File: src/rtl/alu_issue_stage.sv
`default_nettype none
// ============================================================================
// Module   : alu_issue_stage
// Brief    : ID-side ALU decode/issue with a 2-entry skid buffer into ID/EX.
// Revision : 1.0 - initial release
// ============================================================================
module alu_issue_stage #(
    parameter int WIDTH  = 32,
    parameter int CODE_W = 5
) (
    input  logic              clk,
    input  logic              rst_n,
    input  logic              flush,
    input  logic              in_valid,
    output logic              in_ready,
    input  logic [5:0]        opcode,
    input  logic [5:0]        funct,
    input  logic [WIDTH-1:0]  rs_data,
    input  logic [WIDTH-1:0]  rt_data,
    input  logic [15:0]       imm,
    output logic              out_valid,
    input  logic              out_ready,
    output logic [WIDTH-1:0]  src_a,
    output logic [WIDTH-1:0]  src_b,
    output logic [CODE_W-1:0] sig_alu_control,
    output logic              illegal_op
);

    // ALU operation codes shared with the EX stage
    localparam logic [CODE_W-1:0] c_alu_and = CODE_W'(0);
    localparam logic [CODE_W-1:0] c_alu_or  = CODE_W'(1);
    localparam logic [CODE_W-1:0] c_alu_add = CODE_W'(2);
    localparam logic [CODE_W-1:0] c_alu_sub = CODE_W'(6);

    logic [CODE_W-1:0] w_code;
    logic [WIDTH-1:0]  w_a;
    logic [WIDTH-1:0]  w_b;
    logic              w_ill;
    logic [WIDTH-1:0]  w_sext;
    logic [WIDTH-1:0]  w_zext;

    assign w_sext = {{(WIDTH-16){imm[15]}}, imm};
    assign w_zext = {{(WIDTH-16){1'b0}}, imm};

    always_comb begin
        w_code = c_alu_add;
        w_a    = rs_data;
        w_b    = rt_data;
        w_ill  = 1'b0;
        case (opcode)
            6'h00: begin
                case (funct)
                    6'h20, 6'h21: w_code = c_alu_add;
                    6'h22, 6'h23: w_code = c_alu_sub;
                    6'h24:        w_code = c_alu_and;
                    6'h25:        w_code = c_alu_or;
                    default:      w_ill  = 1'b1;
                endcase
            end
            6'h08, 6'h09, 6'h23, 6'h2B: begin
                w_code = c_alu_add;
                w_b    = w_sext;
            end
            6'h0C: begin
                w_code = c_alu_and;
                w_b    = w_zext;
            end
            6'h0D: begin
                w_code = c_alu_or;
                w_b    = w_zext;
            end
            6'h04: w_code = c_alu_sub;
            default: w_ill = 1'b1;
        endcase
        // Unsupported encodings become a harmless add of zeros
        if (w_ill) begin
            w_code = c_alu_add;
            w_a    = '0;
            w_b    = '0;
        end
    end

    logic              r_head_valid;
    logic [WIDTH-1:0]  r_head_a;
    logic [WIDTH-1:0]  r_head_b;
    logic [CODE_W-1:0] r_head_code;
    logic              r_head_ill;
    logic              r_skid_valid;
    logic [WIDTH-1:0]  r_skid_a;
    logic [WIDTH-1:0]  r_skid_b;
    logic [CODE_W-1:0] r_skid_code;
    logic              r_skid_ill;
    logic              r_in_ready;

    logic w_accept;
    logic w_head_free;

    assign w_accept    = in_valid & r_in_ready;
    assign w_head_free = ~r_head_valid | out_ready;

    always_ff @(posedge clk or negedge rst_n) begin
        if (!rst_n) begin
            r_head_valid <= 1'b0;
            r_head_a     <= '0;
            r_head_b     <= '0;
            r_head_code  <= c_alu_add;
            r_head_ill   <= 1'b0;
            r_skid_valid <= 1'b0;
            r_skid_a     <= '0;
            r_skid_b     <= '0;
            r_skid_code  <= c_alu_add;
            r_skid_ill   <= 1'b0;
            r_in_ready   <= 1'b1;
        end else if (flush) begin
            r_head_valid <= 1'b0;
            r_skid_valid <= 1'b0;
            r_in_ready   <= 1'b1;
        end else if (w_head_free) begin
            // Head drains or is empty: refill from skid first, else from input
            r_head_valid <= r_skid_valid | w_accept;
            if (r_skid_valid) begin
                r_head_a    <= r_skid_a;
                r_head_b    <= r_skid_b;
                r_head_code <= r_skid_code;
                r_head_ill  <= r_skid_ill;
            end else if (w_accept) begin
                r_head_a    <= w_a;
                r_head_b    <= w_b;
                r_head_code <= w_code;
                r_head_ill  <= w_ill;
            end
            r_skid_valid <= 1'b0;
            r_in_ready   <= 1'b1;
        end else if (w_accept) begin
            r_skid_valid <= 1'b1;
            r_skid_a     <= w_a;
            r_skid_b     <= w_b;
            r_skid_code  <= w_code;
            r_skid_ill   <= w_ill;
            r_in_ready   <= 1'b0;
        end
    end

    assign in_ready        = r_in_ready;
    assign out_valid       = r_head_valid;
    assign src_a           = r_head_a;
    assign src_b           = r_head_b;
    assign sig_alu_control = r_head_code;
    assign illegal_op      = r_head_ill;

endmodule
`default_nettype wire

File: config.mk
export PLATFORM = sky130hd
export DESIGN_NAME = alu_issue_stage
export DESIGN_NICKNAME = d
export VERILOG_FILES = /design/src/rtl/alu_issue_stage.sv
export SDC_FILE = /design/constraint.sdc
export NUM_CORES = 1
export LEC_CHECK = 0
export CORE_MARGIN = 4
export CORE_UTILIZATION = 49
export DETAILED_ROUTE_END_ITERATION = 16
export PLACE_DENSITY = 0.77
export SYNTH_ARGS = -nofsm -noshare
export SYNTH_HDL_FRONTEND = slang
export SYNTH_SLANG_ARGS = --single-unit
File: constraint.sdc
create_clock -name clk -period 2.3 [get_ports clk]
set_clock_uncertainty 0.1 [all_clocks]
set_input_delay 0.575 -clock clk [delete_from_list [all_inputs] [get_ports clk]]
set_output_delay 0.575 -clock clk [all_outputs]
set_load 0.1 [all_outputs]
* After elaboration in Yosys (flattened, before gate mapping)
Cells that the tools add are included.
Word-level totals: register bits after elaboration 143, input port bits 97, word-level logic and storage cells 65
Operators by class: equality and inequality tests 13, mux-type cells 24, bitwise operators 6, reduce and logical (&&, ||, !) cells 11
Operators with widths (count):
- 2-to-1 mux 32 bit | 6
- one-hot mux 32 bit (2 select lines) | 1
- equality test 6 bit, second input constant | 8
- equality test 6 x 4 -> 1 bit, second input constant | 4
- 2-to-1 mux 5 bit | 3
- one-hot mux 3 bit (4 select lines) | 1
- 2-to-1 mux 1 bit | 11
- one-hot mux 3 bit (3 select lines) | 1
- OR reduction 7 bit | 1
- equality test 6 x 3 -> 1 bit, second input constant | 1
- logical NOT 6 bit | 1
- AND reduction 3 bit | 2
- OR reduction 6 bit | 1
- nonzero test 2 bit | 2
- OR reduction 2 bit | 2
- OR reduction 4 bit | 1
- inverter 1 bit | 3
- nonzero test 3 bit | 1
- bitwise OR 1 bit | 2
- one-hot mux 1 bit (2 select lines) | 1
- bitwise AND 1 bit | 1

* Logic depth before layout (Yosys ltp)
Gate-level depths: netlist (run 1).
depth after elaboration 7, mapped depth 7

* Worst setup path before layout (run 1)
No wires, ideal clock.
path type register to register, start reg r_in_ready (netlist: in_ready), end reg r_head_b[21] (netlist: src_b[21]), setup time 0.095 ns, arrival time 2.235 ns, setup slack -0.131 ns, stages on the path, launching flop included 7, clock period less this slack 2.431 ns, path through dfstp_2 -> a21oi_1 -> nor3_1 -> nand2_1 -> buf_2 -> dlygate4sd1_1 -> o31ai_1
On the way: longest elaborated chain between the ends 3
RTL lines:
- start, declared | RTL line 93 | logic r_in_ready;
- start signal, assigned | RTL line 113 | r_in_ready <= 1'b1;
- start signal, assigned | RTL line 117 | r_in_ready <= 1'b1;
- start signal, assigned | RTL line 133 | r_in_ready <= 1'b1;
- bitwise AND 1 bit | RTL line 98 | assign w_accept = in_valid & r_in_ready;
- nonzero test 2 bit (no line)
- AND reduction 3 bit (no line)
- end signal, assigned | RTL line 123 | r_head_b <= r_skid_b;
- end signal, assigned | RTL line 128 | r_head_b <= w_b;
- end, declared | RTL line 85 | logic [WIDTH-1:0] r_head_b;
Every way passes these cells. A chain may end at the register's enable or synchronous reset.

* Final worst setup path (run 1)
start in opcode[5], end reg r_skid_b[23]
On the way: longest elaborated chain between the ends 4
RTL lines:
- start, declared | RTL line 16 | input logic [5:0] opcode,
- equality test 6 x 3 -> 1 bit, or another cell as far along | RTL line 50 | case (opcode)
- OR reduction 7 bit (no line), or another cell as far along
- one-hot mux 1 bit (2 select lines) / one-hot mux 32 bit (2 select lines) (equally long branches) | RTL line 50
- 2-to-1 mux 32 bit * | RTL line 76 | if (w_ill) begin
- end signal, assigned | RTL line 137 | r_skid_b <= w_b;
- end, declared | RTL line 90 | logic [WIDTH-1:0] r_skid_b;
Every way passes the cells marked *; elsewhere a longest branch is shown, timed or not.

==> results of run 1 <==
==> routing by layer <==
layer / vias to the layer above / part of all wire (%) / wire (um) / global-route usage, %
li1: 2753 / - / - / -
met1: 3029 / 41 / 7900 / 31.8
met4: 0 / 2.2 / 416 / 9.28
met2: 253 / 51 / 9770 / 41.1
met5: - / 0 / 0 / 0
met3: 36 / 6.4 / 1240 / 5.49
==> logic make-up (layout without fill, tap and decap cells) <==
family / Yosys count / count (layout) / synth area share (%)
flip-flops: 139 / 139 / 52.2
buffers and inverters: 107 / 284 / 7.75
multiplexers: 17 / 17 / 2.57
other: 1 / 2 / 0.0562
AND/OR/NAND/NOR: 177 / 177 / 15.8
AO/OA/AOI/OAI: 213 / 213 / 21.6
==> area by class of cell <==
cell class                      count  area (um2)  area share, %
Sequential cell                   139        3490           37.1
Inverter                           37         139           1.48
Clock buffer                       24         502           5.34
Timing Repair Buffer              216        2100           22.3
Tap cell                          176         220           2.34
Clock inverter                      7         135           1.44
Multi-Input combinational cell    409        2820           30.0
==> timing repair <==
| action | in CTS | in global routing |
|---|---|---|
| pin swaps | 4 | 2 |
| endpoints found under the setup margin | 125 | 28 |
| endpoints found under the hold margin | 36 | 0 |
| hold buffers | 1 | 0 |
| setup buffers | 2 | 0 |
| gates resized for setup | 33 | 4 |
| gates cloned | 2 | 0 |
==> synthesized netlist by cell type, types with 2 or more instances <==
cell type                         n
sky130_fd_sc_hd__mux2i_1         16
sky130_fd_sc_hd__or3_1            4
sky130_fd_sc_hd__o31ai_1        127
sky130_fd_sc_hd__inv_1           37
sky130_fd_sc_hd__nand3_1          2
sky130_fd_sc_hd__buf_4            3
sky130_fd_sc_hd__nor4b_1         63
sky130_fd_sc_hd__nand2_1         71
sky130_fd_sc_hd__dfrtp_1        136
sky130_fd_sc_hd__buf_2           12
sky130_fd_sc_hd__clkbuf_1        41
sky130_fd_sc_hd__nor4_1           2
sky130_fd_sc_hd__a21oi_1         70
sky130_fd_sc_hd__buf_6            4
sky130_fd_sc_hd__nor2_1          20
sky130_fd_sc_hd__o21ai_0          5
sky130_fd_sc_hd__nor3b_1          3
sky130_fd_sc_hd__nor3_1           2
sky130_fd_sc_hd__dfstp_2          3
sky130_fd_sc_hd__dlygate4sd1_1    6
sky130_fd_sc_hd__clkbuf_8         2
sky130_fd_sc_hd__a2111o_1         2
sky130_fd_sc_hd__o31ai_2          2
==> worst register-to-register path, stage by stage, from the launching register on <==
cell	delay (ps)
sky130_fd_sc_hd__dfstp_4	650
sky130_fd_sc_hd__a21oi_1	110
sky130_fd_sc_hd__or3_2	530
sky130_fd_sc_hd__buf_4	230
sky130_fd_sc_hd__a21oi_1	210
sky130_fd_sc_hd__o31ai_2	90
==> worst min-delay path by stage <==
stage	start	endpoint	slack, ps	depth (start not counted)
final	r_skid_a[31]	r_skid_a[31]	360	2
after global routing	r_skid_a[26]	r_skid_a[26]	390	2
after CTS	r_skid_a[31]	r_skid_a[31]	370	2
after detailed placement	r_skid_a[31]	r_skid_a[31]	360	2
after global placement	r_skid_b[9]	r_skid_b[9]	350	2
after floorplan	rst_n	illegal_op	180	0
==> sequential cells by signal (all words and copies together) (netlist names) <==
| name | cells |
|---|---|
| src_a | 32 |
| r_skid_valid | 1 |
| illegal_op | 1 |
| r_skid_a | 32 |
| sig_alu_control | 3 |
| in_ready | 1 |
| r_skid_ill | 1 |
| out_valid | 1 |
| r_skid_b | 32 |
| r_skid_code | 3 |
| src_b | 32 |
==> where the power goes <==
group / switching (uW) / total [uW] / internal (uW)
clock network: 975 / 2920 / 1950
logic: 1080 / 1560 / 487
registers: 98.9 / 2720 / 2620
==> metrics by stage <==
stage / cell area (um2) / setup WS, ps
finish: 9400 / 63.6
global route: 9400 / 0.118
CTS: 9380 / -10.3
detailed placement: 8590 / -645
global placement: 8590 / -538
floorplan: 6710 / -20.4
==> run metrics, run 1 <==
status completed; number of placement rows 42; number of antenna diodes 0; launching element of the worst setup path opcode[5]; shortest clock period the worst path allows after layout 2240 ps; register-to-register setup slack 250 ps; most frequent cells in the layout sky130_fd_sc_hd__dfrtp_1, sky130_fd_sc_hd__o31ai_1, sky130_fd_sc_hd__buf_4; master cell of the clock root buffer sky130_fd_sc_hd__clkbuf_16; Setup Viol. Count Final 0; Relative slew margins 58.2%; classification of the worst-slack hold path reg -> reg; drt initial violations 465; final RePlAce weighted congestion 0.774; timing endpoint of the critical path r_skid_b[23]; Die W 125 um; number of placed instances with taps included 972; number of endpoints with negative hold slack in the final report 0; number of warnings printed during yosys synthesis 0; first-pass GRT wire length 31800 um; count of clock tree sinks 139; number of design rule violations left after detail routing 0; Critical Path Fanout Max 8; synthesized cell area 0.00667 mm2; clock buffer depth 2; initial core utilization 50.2%; number of buffers added by the clock tree synthesis step 17; final cell count without fillers 1008; I/O Buffers 166; half-perimeter wire length of the detailed placement result 12100 um; Avg Synthesized Cell Area 10.2 um2; CTS tree yes; fin crit share 97.2%; antenna violation net count after detailed routing 0; critical path cell sequence buf_8 -> or3b_4 -> a2111o_1 -> a2111o_1 -> buf_6 -> buf_12 -> o31ai_4; critical path data required time 2520 ps; iteration count of the initial detailed-routing pass 5; top area cells in the synthesized netlist sky130_fd_sc_hd__dfrtp_1, sky130_fd_sc_hd__o31ai_1, sky130_fd_sc_hd__nor4b_1; capturing element type of the critical path flop; remaining global-route overflow 0; fraction of synthesis flops using an asynchronous set or reset pin 100%; main flop type after synthesis sky130_fd_sc_hd__dfrtp_1; area fraction of the dominant cell type after synthesis 51.0%; wire length per cell after detailed routing 19.2 um; gate family responsible for the most delay along the worst path compound AO/OA/AOI/OAI gates; fraction of layout instances using a drive strength above 1 22.8%; Die Footprint 0.0155 mm2; Worst EP arrival 2460 ps; Die Height 125 um; Post-synth EDFFs 0; total via count after detailed routing 6071; FMAX 447 MHz; via density per instance 6.02; fin nets 917; cell taking the most area after synthesis sky130_fd_sc_hd__dfrtp_1; CP max-delay cell sky130_fd_sc_hd__a2111o_1; overall power of the completed layout 7200 uW; Buf/Inv on CP 3; fill cell count 982; number of unique standard cell types used by synthesis 44; capturing point of the worst reg2reg path src_b[21]; Max VDD drop 0.464 mV; power density normalized to cell area 766 mW/mm2; unrepaired setup endpoints after global routing false; number of standard cells after synthesis 654; Worst Setup Start Kind input port; clock input transition at the sequential cells of the worst setup and hold paths 50 ps; CTS HTree Levels 4; dominant cell type by count on the critical path sky130_fd_sc_hd__a2111o_1; post-synthesis sequential element count 139; worst setup path category in -> reg; core area 0.0133 mm2; worst hold slack 364 ps; max capacitance violation total 0; final standard cell utilization of the core 70.7%; Stages on worst setup path 7; number of max-slew violations in the final report 0; total global routing track utilization 24.8%; wire length after detailed routing 19300 um; initial antenna violation count 0; setup TNS 0 ps; cell depth of the worst flop-to-flop path 5; source-to-sink clock delay at the later pin of the worst-skew pair 410 ps; most common cell after layout, fill and taps aside sky130_fd_sc_hd__dfrtp_1; Max stage delay on crit path 450 ps; start of the worst register-to-register path in_ready; register area share after synthesis 52.2%; area delta synth->final 40.9%; slew at the pin with the worst max-slew slack 626 ps; pin count of the biggest net entering global routing 53; count of boundary I/O pins 169; leakage 0.00410 uW; via count of the first global-routing pass 6349
Note: power is estimated with default switching activity, not from simulation.
==> run 2, diff against run 1 <==
PLACE_DENSITY = 0.8   (was 0.77)
==> run metrics, run 2 (synthesis results as in run 1) <==
switching part of the total power 32.0%; capturing element type of the critical path flop; Die W 125 um; most common cell after layout, fill and taps aside sky130_fd_sc_hd__dfrtp_1; number of placement rows 42; setup TNS -128 ps; FMAX 412 MHz; clock input transition at the sequential cells of the worst setup and hold paths 60 ps; overall power of the completed layout 6790 uW; fill cell count 935; dominant cell type by count on the critical path sky130_fd_sc_hd__a2111o_1; final standard cell utilization of the core 71.4%; gate family responsible for the most delay along the worst path compound AO/OA/AOI/OAI gates; first-pass GRT wire length 32000 um; worst hold slack 31.2 ps; relative contribution of the clock network to total power 36.1%; Max VDD drop 0.476 mV; leakage 0.00408 uW; Die Height 125 um; Hold Buf Count CTS 0; via count of the first global-routing pass 6185; total via count after detailed routing 6189; number of antenna diodes 0; Buf/Inv on CP 3; fin worst setup slack -128 ps; source-to-sink clock delay at the later pin of the worst-skew pair 420 ps; remaining global-route overflow 0; classification of the worst-slack hold path in -> async; fin nets 918; most frequent cells in the layout sky130_fd_sc_hd__dfrtp_1, sky130_fd_sc_hd__o31ai_1, sky130_fd_sc_hd__buf_4; Relative slew margins 62.4%; Worst Setup Start Kind input port; half-perimeter wire length of the detailed placement result 12100 um; Reg power frac 40.1%; CTS tree yes; critical path cell sequence buf_2 -> or3b_4 -> a2111o_1 -> a2111o_1 -> buf_6 -> buf_16 -> o31ai_2; via density per instance 6.14; pin count of the biggest net entering global routing 63; slew at the pin with the worst max-slew slack 563 ps; Setup Viol. Count Final 1; wire length per cell after detailed routing 19.9 um; drt initial violations 537; CP max-delay cell sky130_fd_sc_hd__a2111o_1; Die Footprint 0.0155 mm2; CTS HTree Levels 4; count of boundary I/O pins 169; number of design rule violations left after detail routing 0; core area 0.0133 mm2; fraction of layout instances using a drive strength above 1 24.2%; violations in the final reports negative setup slack; clock buffer depth 2; critical path data required time 2490 ps; number of buffers added by the clock tree synthesis step 17; Max stage delay on crit path 500 ps; Worst EP arrival 2620 ps; internal power 4620 uW; power density normalized to cell area 715 mW/mm2; initial core utilization 50.2%; initial antenna violation count 0; worst setup path category in -> reg; wire length after detailed routing 20000 um; number of max-slew violations in the final report 0; final RePlAce weighted congestion 0.786; antenna violation net count after detailed routing 0; number of endpoints with negative hold slack in the final report 0; shortest clock period the worst path allows after layout 2430 ps; I/O Buffers 166; relative contribution of combinational cells to total power 23.8%; max capacitance violation total 0; area delta synth->final 42.4%; total global routing track utilization 25.2%; master cell of the clock root buffer sky130_fd_sc_hd__clkbuf_16; iteration count of the initial detailed-routing pass 5; Critical Path Fanout Max 8; fin crit share 106%; status complete, but fails checks; count of clock tree sinks 139; switching component of the power 2170 uW
[run 2: final cells by class]
type	count	area, um2	share of cell area [%]
flip-flops and latches	139	3490	36.7
multi-input cells	409	3020	31.8
repair buffers	217	2120	22.3
clock buffers	27	473	4.98
well taps	176	220	2.32
inverters	37	139	1.46
clock inverters	3	40.0	0.421
[run 2: timing repair]
action	CTS	global route
pin swaps	14	5
setup endpoints to repair	128	32
gates resized for setup	58	12
gates cloned	3	0
setup buffers	3	0
[run 2: per-stage QoR]
step / cells / setup slack (ps) / area (um2)
2_1_floorplan: 655 / -20.4 / 6710
3_3_place_gp: 972 / -559 / 8580
3_5_place_dp: 972 / -645 / 8580
4_1_cts: 1008 / -0.436 / 9430
5_1_grt: 1008 / -133 / 9500
6_report: 1008 / -128 / 9500
[run 2: final timing paths]
check                                 start        endpoint  slack (ps)  cells after the start
worst max-delay path              opcode[1]    r_skid_b[21]        -130                      7
min in group clk                r_skid_b[3]     r_skid_b[3]         370                      2
worst max register to register     in_ready       src_b[27]         160                      5
worst min register to register  r_skid_b[3]     r_skid_b[3]         370                      2
worst min-delay path                  rst_n    r_skid_b[28]          30                      1
max in group asynchronous             rst_n  r_skid_code[1]        1410                      2
[run 2: layer usage]
layer | track usage, % | share of wire [%] | wire length [um] | vias up
li1 | - | - | - | 2760
met1 | 31.8 | 40 | 7980 | 3086
met2 | 41.7 | 50 | 10100 | 297
met3 | 6.56 | 7.3 | 1460 | 46
met4 | 9.67 | 2.4 | 482 | 0
met5 | 0 | 0 | 0 | -
[run 2: power groups by stage]
stage / registers [uW] / clock network, uW / logic, uW
2_1_floorplan: 3320 / 0 / 390
3_3_place_gp: 2750 / 0 / 1490
3_5_place_dp: 2760 / 0 / 1520
4_1_cts: 2720 / 2450 / 1600
5_1_grt: 2740 / 2600 / 1690
6_report: 2730 / 2450 / 1620
==> run 3, diff against run 2 <==
--- a/constraint.sdc
+++ b/constraint.sdc
@@ -4,2 +4,2 @@
 set_output_delay 0.575 -clock clk [all_outputs]
-set_load 0.1 [all_outputs]
+set_load 0.05 [all_outputs]
==> run metrics, run 3 (synthesis results as in run 1) <==
Buf/Inv on CP 1; initial core utilization 50.2%; first-pass GRT wire length 33100 um; FMAX 439 MHz; fin worst setup slack 22.1 ps; fraction of layout instances using a drive strength above 1 17.3%; I/O Buffers 166; most frequent cells in the layout sky130_fd_sc_hd__dfrtp_1, sky130_fd_sc_hd__clkdlybuf4s50_1, sky130_fd_sc_hd__o31ai_1; number of buffers added by the clock tree synthesis step 17; Critical Path Fanout Max 2; clock buffer depth 2; leakage 0.00450 uW; count of boundary I/O pins 169; power density normalized to cell area 679 mW/mm2; fin crit share 99.0%; register-to-register setup slack 150 ps; unrepaired setup endpoints after global routing false; number of max-slew violations in the final report 0; area delta synth->final 46.9%; Worst EP arrival 1600 ps; capturing element type of the critical path output port; most common cell after layout, fill and taps aside sky130_fd_sc_hd__dfrtp_1; max capacitance violation total 0; number of design rule violations left after detail routing 0; total global routing track utilization 26.2%; count of clock tree sinks 139; Setup Viol. Count Final 0; source-to-sink clock delay at the later pin of the worst-skew pair 410 ps; wire length after detailed routing 20600 um; Die Footprint 0.0155 mm2; Max VDD drop 0.486 mV; classification of the worst-slack hold path in -> async; setup TNS 0 ps; start of the worst register-to-register path in_ready; master cell of the clock root buffer sky130_fd_sc_hd__clkbuf_16; Max stage delay on crit path 820 ps; CTS HTree Levels 4; Hold Buf Count CTS 0; number of endpoints with negative hold slack in the final report 0; CTS tree yes; initial antenna violation count 0; half-perimeter wire length of the detailed placement result 12400 um; Relative slew margins 55.9%; Die W 125 um; critical path cell sequence clkdlybuf4s50_1; capturing point of the worst reg2reg path src_b[24]; number of antenna diodes 0; remaining global-route overflow 0; status completed; fin nets 920; pin count of the biggest net entering global routing 54; shortest clock period the worst path allows after layout 2280 ps; iteration count of the initial detailed-routing pass 5; Post-Place Setup Slack -586 ps; Worst Setup Start Kind flop; via density per instance 6.11; slew at the pin with the worst max-slew slack 662 ps; worst hold slack 0.246 ps; drt initial violations 543; number of placement rows 42; core area 0.0133 mm2; critical path data required time 1620 ps; gate family responsible for the most delay along the worst path buffers and inverters; final RePlAce weighted congestion 0.799; worst setup path category reg -> out; total via count after detailed routing 6187; Die Height 125 um; CP max-delay cell sky130_fd_sc_hd__clkdlybuf4s50_1; cell depth of the worst flop-to-flop path 5; clock input transition at the sequential cells of the worst setup and hold paths 60 ps; via count of the first global-routing pass 6485; antenna violation net count after detailed routing 0; wire length per cell after detailed routing 20.4 um
[run 3: cell types whose count changed in the layout (fill, tap and decap cells not counted), sizes merged]
cell / delta
dlymetal6s2s: +30
dlygate4sd2: +4
clkbuf: -2
clkinv: +3
buf: -64
clkdlybuf4s50: +32
clkinvlp: +1
[run 3: worst register-to-register path, cell delays in order (launching register included)]
cell,delay (ps)
sky130_fd_sc_hd__dfstp_2,580
sky130_fd_sc_hd__a21oi_1,120
sky130_fd_sc_hd__or3_2,510
sky130_fd_sc_hd__buf_4,230
sky130_fd_sc_hd__a21oi_1,360
sky130_fd_sc_hd__o31ai_4,120
[run 3: what timing repair did]
item / 4_1_cts / 5_1_grt
pin swaps: 22 / 7
gates resized for setup: 76 / 37
cloned: 3 / 0
setup endpoints to repair: 133 / 110
setup buffers: 4 / 0
[run 3: through the flow]
step / cells / power (uW) / util [%] / area [um2]
after global routing: 1012 / 6880 / 73.7 / 9800
after detailed placement: 973 / 3960 / 65.4 / 8700
after floorplan: 655 / 3400 / - / 6700
final: 1012 / 6650 / 73.7 / 9800
after CTS: 1012 / 6630 / 72.9 / 9690
after global placement: 973 / 3920 / 65.4 / 8700
[run 3: layer usage]
layer	part of all wire [%]	track usage [%]	wire length (um)
met5	0	0	0
met4	2.6	11.5	526
met3	6.7	5.49	1380
met2	52	45.5	10700
met1	39	31.3	7960
[run 3: worst max path at each step]
stage,startpoint,endpoint,depth (start not counted)
after floorplan,opcode[1],r_skid_b[18],5
after global placement,opcode[3],src_b[17],6
after detailed placement,opcode[3],r_skid_b[26],6
after CTS,src_b[16],src_b[16],1
after global routing,src_a[10],src_a[10],1
final,src_b[10],src_b[10],1
[run 3: cell type report]
class                           instances  area, um2
Sequential cell                       139       3480
Timing Repair Buffer                  219       2320
Tap cell                              176        220
Inverter                               37        139
Multi-Input combinational cell        409       3070
Clock buffer                           25        505
Clock inverter                          7       62.6
Fill cell                             885       3490
[run 3: power breakdown]
part,internal (uW),leakage [uW],switching (uW)
Combinational,514,0.00232,801
Clock,1620,0.000283,997
Sequential,2620,0.00189,101
Total,4750,0.00450,1900
